## config.mk

```make
export PLATFORM = sky130hd
export DESIGN_NAME = lc3_memaccess_ctrl
export DESIGN_NICKNAME = d
export VERILOG_FILES = /design/src/rtl/lc3_memaccess_ctrl.sv
export SDC_FILE = /design/constraint.sdc
export NUM_CORES = 1
export LEC_CHECK = 0
export ABC_AREA = 0
export CORE_MARGIN = 3
export CORE_UTILIZATION = 39
export DETAILED_ROUTE_END_ITERATION = 12
export PLACE_DENSITY = 0.76
export SLEW_MARGIN = 20
export SYNTH_ARGS = -nofsm -noshare
export SYNTH_HDL_FRONTEND = slang
export SYNTH_SLANG_ARGS = --single-unit
```

## constraint.sdc

```tcl
create_clock -name clock -period 1.7 [get_ports clock]
set_input_delay 0.255 -clock clock [delete_from_list [all_inputs] [get_ports clock]]
set_output_delay 0.255 -clock clock [all_outputs]
set_load 0.02 [all_outputs]
```

## src/rtl/lc3_memaccess_ctrl.sv

```systemverilog
// ---------------------------------------------------------------------------
// lc3_memaccess_ctrl
//
// Data-memory access sequencer for the LC3 MemAccess stage. It takes one
// load/store request at a time (LD, LDI, ST, STI) and runs a variable-latency
// req/ack handshake to data memory. It then presents the result through a
// valid/ready response handshake. Indirect ops first read a pointer and then
// access the pointed-to location. An access phase that waits MAX_WAIT cycles
// without an ack is aborted and reported with rsp_err.
//
// Ports:
//   clock, reset          rising-edge clock, asynchronous active-low reset
//   req_valid/req_ready   request handshake (ready only while idle)
//   req_op                00 LD, 01 LDI, 10 ST, 11 STI
//   req_addr, req_data    effective address and store data
//   DMem_req/DMem_ack     memory access handshake
//   DMem_addr/din/rd      memory address, write data, 1 = read
//   DMem_dout             memory read data, valid with DMem_ack
//   mem_state             0 read, 1 indirect read, 2 write, 3 idle
//   memout                last load result, held between responses
//   rsp_valid/rsp_ready   response handshake
//   rsp_err               response is a timeout abort
//
// ADDR_W must not exceed DATA_W, because the indirect pointer is taken from
// the low ADDR_W bits of the read data.
// ---------------------------------------------------------------------------
module lc3_memaccess_ctrl #(
   parameter int DATA_W   = 16,
   parameter int ADDR_W   = 16,
   parameter int MAX_WAIT = 15
) (
   input  logic              clock,
   input  logic              reset,
   input  logic              req_valid,
   output logic              req_ready,
   input  logic [1:0]        req_op,
   input  logic [ADDR_W-1:0] req_addr,
   input  logic [DATA_W-1:0] req_data,
   output logic              DMem_req,
   input  logic              DMem_ack,
   output logic [ADDR_W-1:0] DMem_addr,
   output logic [DATA_W-1:0] DMem_din,
   output logic              DMem_rd,
   input  logic [DATA_W-1:0] DMem_dout,
   output logic [1:0]        mem_state,
   output logic [DATA_W-1:0] memout,
   output logic              rsp_valid,
   input  logic              rsp_ready,
   output logic              rsp_err
);

   // The counter must be able to hold MAX_WAIT. It keeps one bit even when
   // the timeout is disabled, so the logic stays legal.
   localparam int CNT_W = (MAX_WAIT > 0) ? $clog2(MAX_WAIT + 1) : 1;
   localparam logic [CNT_W-1:0] CNT_MAX = CNT_W'(MAX_WAIT);

   typedef enum logic [2:0] {
      ST_IDLE,
      ST_IND,
      ST_RD,
      ST_WR,
      ST_RSP
   } state_t;

   state_t            state_q,     state_d;
   logic              store_q,     store_d;
   logic [ADDR_W-1:0] dmem_addr_q, dmem_addr_d;
   logic [DATA_W-1:0] dmem_din_q,  dmem_din_d;
   logic [DATA_W-1:0] memout_q,    memout_d;
   logic              rsp_err_q,   rsp_err_d;
   logic [CNT_W-1:0]  wait_cnt_q,  wait_cnt_d;
   logic              timeout_hit;

   // The limit applies only to a cycle without an ack. An ack on the limit
   // cycle is handled first in every access state, so the ack wins.
   assign timeout_hit = (MAX_WAIT != 0) && (wait_cnt_q == CNT_MAX);

   // Next-state logic. Every register holds unless a transition updates it.
   // The wait counter restarts on every entry into an access phase, so each
   // pointer read and each data access gets its own MAX_WAIT budget.
   always_comb begin
      state_d     = state_q;
      store_d     = store_q;
      dmem_addr_d = dmem_addr_q;
      dmem_din_d  = dmem_din_q;
      memout_d    = memout_q;
      rsp_err_d   = rsp_err_q;
      wait_cnt_d  = wait_cnt_q;

      case (state_q)
         ST_IDLE: begin
            if (req_valid) begin
               store_d     = req_op[1];
               dmem_addr_d = req_addr;
               if (req_op[1]) begin
                  dmem_din_d = req_data;
               end
               wait_cnt_d = '0;
               if (req_op[0]) begin
                  state_d = ST_IND;
               end else if (req_op[1]) begin
                  state_d = ST_WR;
               end else begin
                  state_d = ST_RD;
               end
            end
         end

         ST_IND: begin
            if (DMem_ack) begin
               dmem_addr_d = DMem_dout[ADDR_W-1:0];
               wait_cnt_d  = '0;
               state_d     = store_q ? ST_WR : ST_RD;
            end else if (timeout_hit) begin
               rsp_err_d = 1'b1;
               state_d   = ST_RSP;
            end else if (wait_cnt_q != CNT_MAX) begin
               wait_cnt_d = wait_cnt_q + CNT_W'(1);
            end
         end

         ST_RD: begin
            if (DMem_ack) begin
               memout_d  = DMem_dout;
               rsp_err_d = 1'b0;
               state_d   = ST_RSP;
            end else if (timeout_hit) begin
               rsp_err_d = 1'b1;
               state_d   = ST_RSP;
            end else if (wait_cnt_q != CNT_MAX) begin
               wait_cnt_d = wait_cnt_q + CNT_W'(1);
            end
         end

         ST_WR: begin
            if (DMem_ack) begin
               rsp_err_d = 1'b0;
               state_d   = ST_RSP;
            end else if (timeout_hit) begin
               rsp_err_d = 1'b1;
               state_d   = ST_RSP;
            end else if (wait_cnt_q != CNT_MAX) begin
               wait_cnt_d = wait_cnt_q + CNT_W'(1);
            end
         end

         ST_RSP: begin
            if (rsp_ready) begin
               state_d = ST_IDLE;
            end
         end

         default: begin
            state_d = ST_IDLE;
         end
      endcase
   end

   // State and datapath registers. Reset abandons any access in flight at
   // once and produces no response.
   always_ff @(posedge clock or negedge reset) begin
      if (!reset) begin
         state_q     <= ST_IDLE;
         store_q     <= 1'b0;
         dmem_addr_q <= '0;
         dmem_din_q  <= '0;
         memout_q    <= '0;
         rsp_err_q   <= 1'b0;
         wait_cnt_q  <= '0;
      end else begin
         state_q     <= state_d;
         store_q     <= store_d;
         dmem_addr_q <= dmem_addr_d;
         dmem_din_q  <= dmem_din_d;
         memout_q    <= memout_d;
         rsp_err_q   <= rsp_err_d;
         wait_cnt_q  <= wait_cnt_d;
      end
   end

   // Handshake outputs are decoded from the state register. DMem_req stays
   // high from the pointer phase into the data phase of an indirect access.
   always_comb begin
      req_ready = 1'b0;
      DMem_req  = 1'b0;
      DMem_rd   = 1'b0;
      rsp_valid = 1'b0;
      mem_state = 2'd3;
      case (state_q)
         ST_IDLE: begin
            req_ready = 1'b1;
         end
         ST_IND: begin
            DMem_req  = 1'b1;
            DMem_rd   = 1'b1;
            mem_state = 2'd1;
         end
         ST_RD: begin
            DMem_req  = 1'b1;
            DMem_rd   = 1'b1;
            mem_state = 2'd0;
         end
         ST_WR: begin
            DMem_req  = 1'b1;
            mem_state = 2'd2;
         end
         ST_RSP: begin
            rsp_valid = 1'b1;
         end
         default: begin
            mem_state = 2'd3;
         end
      endcase
   end

   assign DMem_addr = dmem_addr_q;
   assign DMem_din  = dmem_din_q;
   assign memout    = memout_q;
   assign rsp_err   = rsp_err_q;

endmodule

```

Word level (Yosys, flattened, before mapping) --
Index checks and enable logic that the tools add are counted.
Word-level totals: RAM bits 0, output and inout port bits 55, memories kept 0, bits in read-only memories 0, latch bits 0, word-level logic and storage cells 60, input bits 55, register bits after elaboration 57
Operators by class: bitwise operators 0, shifts and indexed selects 0, divide/modulo/power cells 0, mux-type cells 27, multiply operators 0, add/subtract/negate cells 1, equal/unequal tests 11, magnitude comparators 0, reduce and logical (&&, ||, !) cells 14
Operator list (number):
- two-way mux 16 bit | 2
- case mux 16 bit (2 select lines) | 1
- two-way mux 4 bit | 5
- two-way mux 3 bit | 5
- case mux 3 bit (4 select lines) | 1
- case mux 4 bit (3 select lines) | 1
- inequality test 2 bit (second input constant) | 5
- two-way mux 1 bit | 9
- AND reduction 3 bit | 3
- AND reduction 2 bit | 4
- == test 3 x 2 -> 1 bit (second input constant) | 2
- case mux 2 bit (3 select lines) | 1
- adder 4 x 1 -> 4 bit (second input constant) | 1
- == test 4 bit (second input constant) | 1
- inequality test 4 bit (second input constant) | 1
- nonzero test 2 bit | 2
- OR reduction 2 bit | 2
- == test 3 x 1 -> 1 bit (second input constant) | 1
- == test 3 bit (second input constant) | 1
- zero test 3 bit | 1
- nonzero test 3 bit | 1
- OR reduction 3 bit | 1
- two-way mux 2 bit | 1
- case mux 1 bit (2 select lines) | 1

Longest topological paths before layout --
word-level depth 5, depth in mapped cells 5, gate-level depth less buffers 4

Worst setup path after synthesis --
Ideal clock, no wire load.
kind reg2reg, from register state_q[1], to register dmem_addr_q[0], in the netlist DMem_addr[0], cell stages (with the launch flop) 6, path buffers 2, setup time 0.125 ns, arrival time 1.568 ns, period minus slack after synthesis 1.693 ns, path slack 0.007 ns, data required time 1.575 ns, path through dfrtp_1 -> buf_6 -> nor3b_4 -> buf_6 -> mux2_2 -> mux2_4
Between the ends: word-level cells in the longest chain between the ends 3, elaborated cells on any way between the ends 7, classes of those cells eq/ne (3); mux (1); reduce/logical (3)
Ends and longest elaborated chain:
- from (decl) | line 65 | state_t state_q, state_d;
- from (signal assigned) | line 171 | state_q <= state_d;
- == test 3 x 1 -> 1 bit or zero test 3 bit (tied branches) | line 90 | case (state_q)
- inequality test 2 bit (no source line) or nonzero test 2 bit (tied branches)
- AND reduction 3 bit (no source line)
- to (signal assigned) | line 173 | dmem_addr_q <= dmem_addr_d;
- to (decl) | line 67 | logic [ADDR_W-1:0] dmem_addr_q, dmem_addr_d;
Several ways; a longest one is shown, not always the timed one. A chain may end at the register's enable or synchronous reset.

Final worst setup path --
from register state_q[2], to register dmem_addr_q[12], in the netlist DMem_addr[12]
The elaborated chain is that of the path after synthesis.

==> qor.csv <==
metric,value,unit
Switching Power,3.15,mW
ys flop type,dfrtp_1,
GRT Total Usage,18.5,%
Synth Area in Compound Gates,5.00,%
CP Max Fanout,8,
Die Wd,89.7,um
Internal Pwr Total,5.62,mW
CTS max path bufs,2,
GP Congestion,0.772,
post-synthesis simple-gate area fraction,7.47,%
Routed WL per cell,16.7,um
final hold slack,0.433,ns
largest family of logic cells by synthesized area,multiplexers,
"Slew Viols, Final",0,
power density cells,1960,mW/mm2
Initial DRC Count,79,
CP startpoint kind,register,
DRC,0,
post-route minimum period,1.76,ns
initial antenna violation count,0,
M2 GR Usage,28.9,%
global-route wire length before repair,11100,um
final hold vios,0,
post-detail-place hpwl,4780,um
CTS tree,built,
CP Class,register to register,
Tcrit/Tclk final,104,%
via/cell ratio,4.75,
final setup vio count,16,
share of layout cells above drive strength 1,39.6,%
"Warnings, synthesis",0,
worst slew pin tran,0.515,ns
register area,0.00143,mm2
Ports,110,
starting density of the core,41.6,%
Sw Share,35.9,%
diodes inserted,0,
gate count after technology mapping,186,
total number of vias,2037,
drt pass-1 iters,4,
clock root buffer,clkbuf_8,
total power,8.76,mW
combinational share of power,58.2,%
Post-Synth XOR/XNOR Area,0.321,%
Die ar.,0.00804,mm2
Final Util,68.2,%
Inst Count DP,400,
slack of the critical path,-0.0630,ns
fin nets,387,
Clk pwr share,13.8,%
layer with the highest usage,met2,
area of the core,0.00657,mm2
non-filler instance count after layout,429,
drt total wl,7180,um
"Data required, critical path",1.90,ns
post-synthesis adder-cell area fraction,0.458,%
global-route congestion overflow total,0,
met3 Use GR,6.20,%
syn nets,242,
Fill cells,505,
H-tree depth,3,
met1 usage,23.4,%
Die H,89.7,um
# clock sinks,57,
post-synthesis mux area share,30.6,%
worst reg2reg path depth,6,
PortBufs,109,
Post-synth EDFFs,0,
Clock Skew,0.0141,ns
Multi-input gate area,0.00129,mm2
status,finished with violations,
f_max,567,MHz
Layout area overhead,64.0,%
worst vdd ir,1.12,mV
largest net degree at the start of global routing,27,
post-route ant nets,0,
total CTS buffers,9,
"Avg Cell Area, Syn",14.7,um2
total negative slack,-0.590,ns
Leak Pwr,1.97,nW
Synth async-reset ratio,100,%
slew margin rel.,65.7,%
post-synthesis cell area,0.00273,mm2
Synth Register Bits,57,
sequential share of the synthesized area,52.2,%
Seq pwr share,28.0,%
# rows,29,
number of global-route vias before repair,2261,
RSZ-0062 raised after global routing,yes,
"Reg clk slew, reported paths",0.07,ns
Hold Crit Class,input pin to async pin,
CP Data Arrival Time,1.97,ns
synth unique cells,40,
Critical Path End Type,register,
Clock Latency Late Sink,0.33,ns
violated checks,negative setup slack,
Max-cap violations,0,
cell usage after synthesis (all sizes together), types with 2 or more instances:
master | count | area share, %
a21oi | 4 | 0.73
a31oi | 2 | 0.46
and2 | 2 | 0.46
and3 | 3 | 0.69
buf | 8 | 3.4
dfrtp | 57 | 52
inv | 4 | 0.55
mux2 | 64 | 29
mux2i | 3 | 1.6
nand2 | 6 | 0.82
nand3 | 3 | 1.0
nor2 | 5 | 1.2
o21ai | 3 | 0.55
o221ai | 2 | 0.64
o2bb2ai | 2 | 0.64
critical path, cell delays in order, from the launching register on:
cell,delay (ns)
dfrtp_1,0.42
buf_12,0.15
nor3b_4,0.22
buf_4,0.15
buf_12,0.13
mux2_4,0.30
mux2_4,0.26
timing repair:
action | in CTS | in global routing
buffers inserted | 6 | 5
hold buffers | 1 | 0
pin swaps | 0 | 3
endpoints found under the setup margin | 24 | 22
endpoints found under the hold margin | 19 | 0
gates cloned | 1 | 1
resized for setup | 38 | 16
kinds of logic after synthesis:
group	count (synthesis)
multiplexers	67
flip-flops	57
AO/OA/AOI/OAI	20
AND/OR/NAND/NOR	28
adder cells (fa/ha/maj)	1
XOR/XNOR	1
buffers and inverters	12
cell usage in the layout (no fill, tap or decap), types with 2 or more instances in the layout:
master             n
buf_2              4
nand2_1            6
nand3_1            2
mux2_4            40
nor2_4             2
buf_12             7
clkdlybuf4s50_1  102
dfrtp_2            2
a31oi_1            2
nor2_1             2
buf_6              3
buf_4             22
clkbuf_8           9
mux2i_1            2
clkinv_2           4
o221ai_1           2
mux2_2            23
dfrtp_1           55
a21oi_1            4
and3_1             3
inv_1              3
o21ai_0            3
stage by stage:
step,worst slack (ns),area [um2]
5_1_grt,-0.109,4480
4_1_cts,-0.0471,4390
2_1_floorplan,0.00680,2730
3_5_place_dp,-0.0830,4080
3_3_place_gp,-0.0547,4080
6_report,-0.0630,4480
metal layers:
metal	up-vias	wire (um)	share of wire, %
li1	966	-	-
met1	987	3110	43
met2	78	3420	48
met3	6	583	8.1
met4	0	68	0.95
met5	-	0	0
worst paths after layout:
check                                  startpoint                        end  slack (ns)
setup / recovery           state_q[2]$_DFFE_PN0P_  DMem_addr[12]$_DFFE_PN0P_       -0.06
hold / removal                              reset  DMem_addr[14]$_DFFE_PN0P_        0.43
setup reg to reg           state_q[2]$_DFFE_PN0P_  DMem_addr[12]$_DFFE_PN0P_       -0.06
hold reg to reg               store_q$_DFFE_PN0N_        store_q$_DFFE_PN0N_        0.49
max in group asynchronous                   reset  wait_cnt_q[2]$_DFFE_PN0P_        0.69
min in group clock            store_q$_DFFE_PN0N_        store_q$_DFFE_PN0N_        0.49
power groups by stage:
stage | clock network, mW | logic [mW] | registers (mW)
detailed placement | 0 | 4.69 | 2.46
CTS | 1.25 | 4.91 | 2.44
global placement | 0 | 4.61 | 2.45
floorplan | 0 | 1.94 | 3.12
global route | 1.30 | 5.43 | 2.54
finish | 1.21 | 5.10 | 2.45
registers in the layout, indices dropped and copies added, names as in the netlist:
register / count
DMem_addr: 16
DMem_din: 16
memout: 16
rsp_err: 1
state_q: 3
store_q: 1
wait_cnt_q: 4
area by class of cell:
cell class,count,share of cell area (%)
sequential,57,31.9
multi-input combinational,117,28.9
timing repair buffer,142,32.1
tap,93,2.60
inverter,4,0.335
clock buffer,10,2.85
clock inverter,6,1.31
No activity file was read; power rests on OpenSTA's default activity.
